`config.mk`:
```
export PLATFORM = sky130hd
export DESIGN_NAME = apx_err_accum
export DESIGN_NICKNAME = d
export VERILOG_FILES = /design/src/rtl/apx_err_accum.sv
export SDC_FILE = /design/constraint.sdc
export NUM_CORES = 1
export LEC_CHECK = 0
export BUFFER_PORTS_ARGS = -buffer_cell sky130_fd_sc_hd__buf_4
export CAP_MARGIN = 25
export CORE_AREA = 2 2 171 173
export DETAILED_ROUTE_END_ITERATION = 16
export DIE_AREA = 0 0 173 175
export PLACE_DENSITY_LB_ADDON = 0.08
export SLEW_MARGIN = 20
export SYNTH_ARGS = -nofsm -noshare
export SYNTH_HDL_FRONTEND = slang
export SYNTH_SLANG_ARGS = --single-unit
```
`constraint.sdc`:
```
create_clock -name clk -period 6.9 [get_ports clk]
set_input_delay 1.035 -clock clk [delete_from_list [all_inputs] [get_ports clk]]
set_output_delay 1.035 -clock clk [all_outputs]
set_load 0.01 [all_outputs]
```
`src/rtl/apx_err_accum.sv`:
```
// rtl/apx_err_accum.sv - windowed error statistics for approximate vs. accurate adder results
// Two-stage pipeline: stage 1 forms |apx-acc| and mismatch, stage 2 folds them into the stats.
module apx_err_accum #(
   parameter int WIDTH = 32,
   parameter int SUM_W = 48,
   parameter int CNT_W = 16
) (
   input  logic             clk,
   input  logic             rst,
   input  logic             start,
   input  logic [CNT_W-1:0] win_len,
   input  logic             in_valid,
   input  logic [WIDTH-1:0] apx_c,
   input  logic [WIDTH-1:0] acc_c,
   output logic             in_ready,
   output logic             busy,
   output logic             done,
   output logic [CNT_W-1:0] sample_cnt,
   output logic [CNT_W-1:0] err_cnt,
   output logic [WIDTH-1:0] max_abs_err,
   output logic [SUM_W-1:0] sum_abs_err,
   output logic             sum_sat
);

   typedef enum logic [1:0] {IDLE, RUN, DRAIN, DONE} state_t;

   state_t           state_q, state_d;
   logic [CNT_W-1:0] win_q;
   logic [CNT_W-1:0] acc_q;
   logic             s1_valid;
   logic [WIDTH-1:0] s1_abs;
   logic             s1_ne;

   logic             accept;
   logic             start_ok;
   logic             last_accept;
   logic [WIDTH-1:0] abs_d;
   logic [SUM_W:0]   sum_ext;
   logic             sum_hit;

   assign accept      = in_valid && in_ready;
   assign start_ok    = start && (state_q == IDLE || state_q == DONE);
   assign last_accept = accept && ((acc_q + CNT_W'(1)) == win_q);
   assign abs_d       = (apx_c >= acc_c) ? (apx_c - acc_c) : (acc_c - apx_c);
   assign sum_ext     = {1'b0, sum_abs_err} + {{(SUM_W + 1 - WIDTH){1'b0}}, s1_abs};
   assign sum_hit     = sum_ext[SUM_W] || (&sum_ext[SUM_W-1:0]);

   always_comb begin
      state_d  = state_q;
      in_ready = 1'b0;
      busy     = 1'b0;
      done     = 1'b0;
      case (state_q)
         IDLE: begin
            if (start) state_d = (win_len == '0) ? DONE : RUN;
         end
         RUN: begin
            in_ready = 1'b1;
            busy     = 1'b1;
            if (last_accept) state_d = DRAIN;
         end
         DRAIN: begin
            // Only the final sample can be in flight here, and it retires on this edge.
            busy    = 1'b1;
            state_d = DONE;
         end
         DONE: begin
            done = 1'b1;
            if (start) state_d = (win_len == '0) ? DONE : RUN;
         end
         default: state_d = IDLE;
      endcase
   end

   always_ff @(posedge clk or posedge rst) begin
      if (rst) begin
         state_q <= IDLE;
      end else begin
         state_q <= state_d;
      end
   end

   always_ff @(posedge clk or posedge rst) begin
      if (rst) begin
         win_q       <= '0;
         acc_q       <= '0;
         s1_valid    <= 1'b0;
         s1_abs      <= '0;
         s1_ne       <= 1'b0;
         sample_cnt  <= '0;
         err_cnt     <= '0;
         max_abs_err <= '0;
         sum_abs_err <= '0;
         sum_sat     <= 1'b0;
      end else if (start_ok) begin
         win_q       <= win_len;
         acc_q       <= '0;
         s1_valid    <= 1'b0;
         s1_abs      <= '0;
         s1_ne       <= 1'b0;
         sample_cnt  <= '0;
         err_cnt     <= '0;
         max_abs_err <= '0;
         sum_abs_err <= '0;
         sum_sat     <= 1'b0;
      end else begin
         s1_valid <= accept;
         if (accept) begin
            s1_abs <= abs_d;
            s1_ne  <= (apx_c != acc_c);
            acc_q  <= acc_q + CNT_W'(1);
         end
         if (s1_valid) begin
            sample_cnt <= sample_cnt + CNT_W'(1);
            err_cnt    <= err_cnt + CNT_W'(s1_ne);
            if (s1_abs > max_abs_err) max_abs_err <= s1_abs;
            // Saturate at all-ones; landing exactly on all-ones also counts as saturated.
            sum_abs_err <= sum_ext[SUM_W] ? {SUM_W{1'b1}} : sum_ext[SUM_W-1:0];
            if (sum_hit) sum_sat <= 1'b1;
         end
      end
   end

endmodule
```
Yosys cells after proc, flatten, opt, wreduce, memory -nomap -nowiden. Cells that the tools add are included.

Word-level logic and storage cells: 71. Input bits: 84. Flip-flop bits (word level): 181. Output and inout port bits: 116.

Mux-type cells: 28. Reduce and logical (&&, ||, !) cells: 17. Eq/ne operators: 7. Order comparisons: 2. Add/subtract/negate cells: 6.

Operator list (count): $mux 32 (6); $mux 48 (3); $mux 16 (6); $sub 32x32->32 (2); $add 48x32->49 (1); $reduce_and 48->1 (1); $add 16x1->16 const B (2); $ge 32x32->1 (1); $gt 32x32->1 (1); $ne 32x32->1 (1); $add 16x1->16 (1); $eq 16x16->1 (1); $logic_not 16->1 (1); $mux 1 (9); $reduce_bool 2->1 (4); $mux 2 (3); $pmux 2 s3 (1); $reduce_and 2->1 (3); $eq 2x2->1 const B (2); $reduce_or 2->1 (2); $logic_and 1x1->1 (3); $eq 2x1->1 const B (1); $logic_not 2->1 (1); $logic_or 1x1->1 (2); 2 further kinds (2).

Depth between registers and ports, before layout.
Word-level depth: 6. Gate-level depth with buffers: 16. Gate-level depth less buffers: 14.

Worst setup path before layout. No wires, ideal clock.

Path type: in2reg. Start point: input port apx_c[0]. End point: register s1_abs[6]. Setup time: 0.094 ns. Data required time: 6.806 ns. Stages on the path: 15. Slack: 2.919 ns. Data arrival time: 3.887 ns. Cells stage by stage: inv_1 ha_1 inv_1 fa_1 a21o_1 a21oi_1 o31ai_1 a31o_1 a221o_2 or2_1 buf_6 or3_1 o21ai_1 xor2_1 a211oi_1.

Longest elaborated chain between the ends: 4. Elaborated cells between the ends (all ways): 6. Classes of those cells: add/sub (2); order compare (1); mux (3).

Ends and longest elaborated chain: start, declared (line 13) `input logic [WIDTH-1:0] apx_c,`; $sub 32x32->32 / $ge 32x32->1 (equally long branches) (line 44) `assign abs_d = (apx_c >= acc_c) ? (apx_c - acc_c) : (acc_c - apx_c);`; $mux 32 * (line 44); $mux 32 * (line 108) `if (accept) begin`; $mux 32 * (line 95) `end else if (start_ok) begin`; end signal, assigned (line 109) `s1_abs <= abs_d;`; end, declared (line 31) `logic [WIDTH-1:0] s1_abs;`.

Mark *: on every way between the ends. The rest lies on a longest branch, timed or not. The select of a mux whose other input is x is not followed. A chain may end at the register's enable or synchronous reset.

Final worst setup path.
Start point: register s1_abs[0]. End point: register sum_abs_err[32].

Longest elaborated chain between the ends: 4.

Ends and longest elaborated chain: $add 48x32->49 (line 45) `assign sum_ext = {1'b0, sum_abs_err} + {{(SUM_W + 1 - WIDTH){1'b0}}, s1_abs};`; $mux 48 (line 118) `sum_abs_err <= sum_ext[SUM_W] ? {SUM_W{1'b1}} : sum_ext[SUM_W-1:0];`; $mux 48 (line 113) `if (s1_valid) begin`; $mux 48 (line 95); end signal, assigned (line 118); end, declared (line 21) `output logic [SUM_W-1:0] sum_abs_err,`.

No other way between the ends. The select of a mux whose other input is x is not followed.

==> impl_metrics.tcl <==
set metrics [dict create \
    grt.overflow.total 0 \
    placementRows 62 \
    run_status "finished, final reports clean" \
    numCtsBuffers 17 \
    syn_to_final_growth_pct 15.63 \
    cts_tree "built" \
    globalRouteTotalUtil_pct 28.31 \
    p_per_area_nw_per_um2 488.6 \
    nFillCells 2722 \
    postPlaceCellArea_sq_um 16480 \
    max-cap-violations 0 \
    synth.most_common_cell "nand2_1" \
    arrival_ns 4.72 \
    die_area_sq_um 30280 \
    boundaryPins 200 \
    drt-pass1-iter-count 5 \
    numClockSinks 181 \
    worst_ep_required_time_ns 7.20 \
    synth_nets 2061 \
    max-slew-margin-rel_pct 32.48 \
    nets 2196 \
    postCtsHoldBufs 0 \
    grt_max_degree 106 \
    synthesis.area_sq_um 14780 \
    crit_type "reg -> reg" \
    design_area_sq_um 17090 \
    max_rail_drop_vdd_mv 0.2027 \
    route.final.wire_length_mm 43.15 \
    synth_top_family_by_area "compound AO/OA/AOI/OAI gates" \
    worstMarginPinSlew_ns 1.013 \
    grt_pass1_wl_mm 69.86 \
    fp.dieW_um 173 \
    synth.mux.area_fraction_pct 3.580 \
    report.final.hold_viol_count 0 \
    synth.lib_cells_used.distinct 75 \
    cts.repair_timing.setup_buffer_count 0 \
    drt_iter0_drc 1067 \
    antenna-diode-count 0 \
    chipHeight_um 175 \
    synth-warning-count 0 \
    post_synth_main_area_contributors "dfrtp_1 (31%), ha_1 (11%), nand2_1 (5.9%)" \
    cts_max_level 4 \
    post-synth-top-area-cell "dfrtp_1" \
    syn-instance-count 1840 \
    cts_root_buf "clkbuf_16" \
    worstPathMaxFanout 20 \
    worst_hold_path_type "reg -> reg" \
    post_cts_resize_count 0 \
    total_leakage_power_nw 8.212 \
    synth_simple_gate_area_share_pct 19.79 \
    most_numerous_cell_types_in_the_synthesized_netlist "nand2_1 (234), dfrtp_1 (181), a21oi_1 (162)" \
    detailed_place_hpwl_mm 33.72 \
    synthesized_area_fraction_occupied_by_ao_oa_aoi_and_oai_cells_pct 21.67 \
    cp-start-kind "flop" \
    clk_pin_slew_ns 0.08 \
    antenna_left 0 \
    syn_area_per_cell_sq_um 8.034 \
    drive_above_1_share_pct 13.43 \
    start_util_pct 52.07 \
    rsz0062_at_grt "false" \
    drc 0 \
    ys_seq_elements 181 \
    drt-wirelength-per-cell_um 18.19 \
    synth_top_flop_cell "dfrtp_1" \
    fin_crit_sh_pct 63.99 \
    grt_antenna_before_repair 0 \
    yosys.area_share.xor_xnor_pct 6.754 \
    fin_worst_skew_ns 0.01284 \
    synth_edf_count 0 \
    place.port_buffers 199 \
    bufs_on_longest_clock_path 2 \
    ys_seq_area_share_pct 30.64 \
    fmaxAchievable_mhz 226.5 \
    avgViaCountPerCell 5.849 \
    postSynth.asyncResetShare_pct 100.0 \
    core_sq_um 28390 \
    synthAdderAreaFrac_pct 11.75 \
    insertion_delay_to_the_later_sink_of_the_worst_skew_pair_ns 0.44 \
    final.min_clock_period_ns 4.415 \
    netlist.area_leader.share_pct 30.64 \
    total_of_endpoints_with_negative_setup_slack_in_the_final_report 0 \
    slew_viol_final 0 \
    gpl.final_weighted_congestion 0.9416 \
    endpoint_kind "flop" \
    grt_pass1_vias 13170 \
    fin_setup_tns_ns 0 \
    num_vias 13870 \
]
-- where the power goes --
group          internal [mW]  switching (mW)
sequential              1.55           0.647
combinational           2.15            2.99
clock                  0.523           0.483
total                   4.23            4.12
-- routing by layer --
| metal | global-route usage, % | vias to the layer above | share of wire [%] |
|---|---|---|---|
| met4 | 9.216 | 0 | 2.8 |
| met1 | 40.24 | 6589 | 47 |
| met3 | 3.024 | 67 | 4.5 |
| met2 | 45.23 | 439 | 46 |
| li1 | - | 6779 | - |
| met5 | 0 | - | 0 |
-- placed cells by master (no fill, tap or decap), types with 4 or more instances in the layout --
| cell type | count |
|---|---|
| a21oi_1 | 161 |
| o211ai_1 | 15 |
| inv_1 | 126 |
| o21bai_1 | 24 |
| o21a_1 | 16 |
| and4_1 | 8 |
| nand3_1 | 36 |
| nor3b_1 | 4 |
| nand2b_1 | 6 |
| nor2b_1 | 14 |
| and2_1 | 10 |
| nand4_1 | 54 |
| or3_1 | 14 |
| nor4_1 | 12 |
| nand2_1 | 233 |
| clkinv_8 | 5 |
| clkbuf_16 | 17 |
| nor3_1 | 35 |
| a21boi_0 | 6 |
| xnor2_1 | 60 |
| o21ai_0 | 116 |
| inv_6 | 5 |
| a21o_1 | 46 |
| or2_2 | 6 |
| a221oi_1 | 7 |
| xor2_1 | 54 |
| nor2_1 | 155 |
| mux2i_1 | 47 |
| o31ai_1 | 4 |
| dfrtp_1 | 180 |
| and3_1 | 27 |
| a31oi_1 | 23 |
| ha_1 | 134 |
| buf_4 | 207 |
| a311oi_1 | 10 |
| nand3b_1 | 4 |
| a211oi_1 | 32 |
-- final cells by class --
type | count | area, sq um | share of cell area (%)
repair buffers | 208 | 1569 | 9.179
multi-input cells | 1440 | 9415 | 55.08
inverters | 127 | 481.7 | 2.818
well taps | 384 | 480.5 | 2.811
flip-flops and latches | 181 | 4531 | 26.50
clock inverters | 15 | 191.4 | 1.120
clock buffers | 17 | 425.4 | 2.489
-- path summary, 6_finish.rpt --
| path | slack, ns | cells after the start | endpoint | from |
|---|---|---|---|---|
| max | 2.48 | 12 | sum_abs_err[32]$_DFFE_PP0P_ | s1_abs[0]$_DFFE_PP0P_ |
| min | 0.50 | 2 | win_q[4]$_DFFE_PP0P_ | win_q[4]$_DFFE_PP0P_ |
| max reg2reg | 2.48 | 12 | sum_abs_err[32]$_DFFE_PP0P_ | s1_abs[0]$_DFFE_PP0P_ |
| min reg2reg | 0.50 | 2 | win_q[4]$_DFFE_PP0P_ | win_q[4]$_DFFE_PP0P_ |
| max in group asynchronous | 4.99 | 3 | s1_valid$_DFF_PP0_ | rst |
| min in group asynchronous | 0.66 | 2 | win_q[3]$_DFFE_PP0P_ | rst |
-- per-stage QoR --
step                      hold slack (ns)  std cells  worst slack [ns]  utilization, %  total power, mW
after detailed placement           0.4841       2340             2.156           58.03            7.298
after global placement             0.4857       2339             2.001           57.98            7.201
after global routing               0.5227       2372             2.291           60.21            9.048
after floorplan                    0.4601       1840            0.9497               -            5.569
after CTS                          0.5047       2372             2.555           60.21            8.334
final                              0.4999       2372             2.485           60.21            8.353
-- worst max-delay path: stages (launching register included) --
cell	delay, ns
dfrtp_1	0.44
ha_1	0.25
fa_1	0.43
a21oi_1	0.21
o21ai_0	0.16
o21a_1	0.25
o211a_1	0.26
o21ai_1	0.57
a211oi_2	0.25
nand2b_1	0.74
and2_1	0.45
and3_1	0.21
nor3_1	0.05
-- sequential cells by signal (all words and copies together) (netlist names) --
signal,cells
sample_cnt,16
state_q,2
win_q,16
err_cnt,16
acc_q,16
s1_ne,1
sum_abs_err,48
sum_sat,1
s1_abs,32
max_abs_err,32
s1_valid,1
-- cells by family after synthesis --
kind of cell | after synthesis
buffers and inverters | 219
adders and majority gates | 137
and+or+nand+nor | 630
xor gates and xnor gates | 114
AOI/OAI and AO/OA | 509
DFF | 181
muxes | 50
Power figures use the tool's default switching activity.
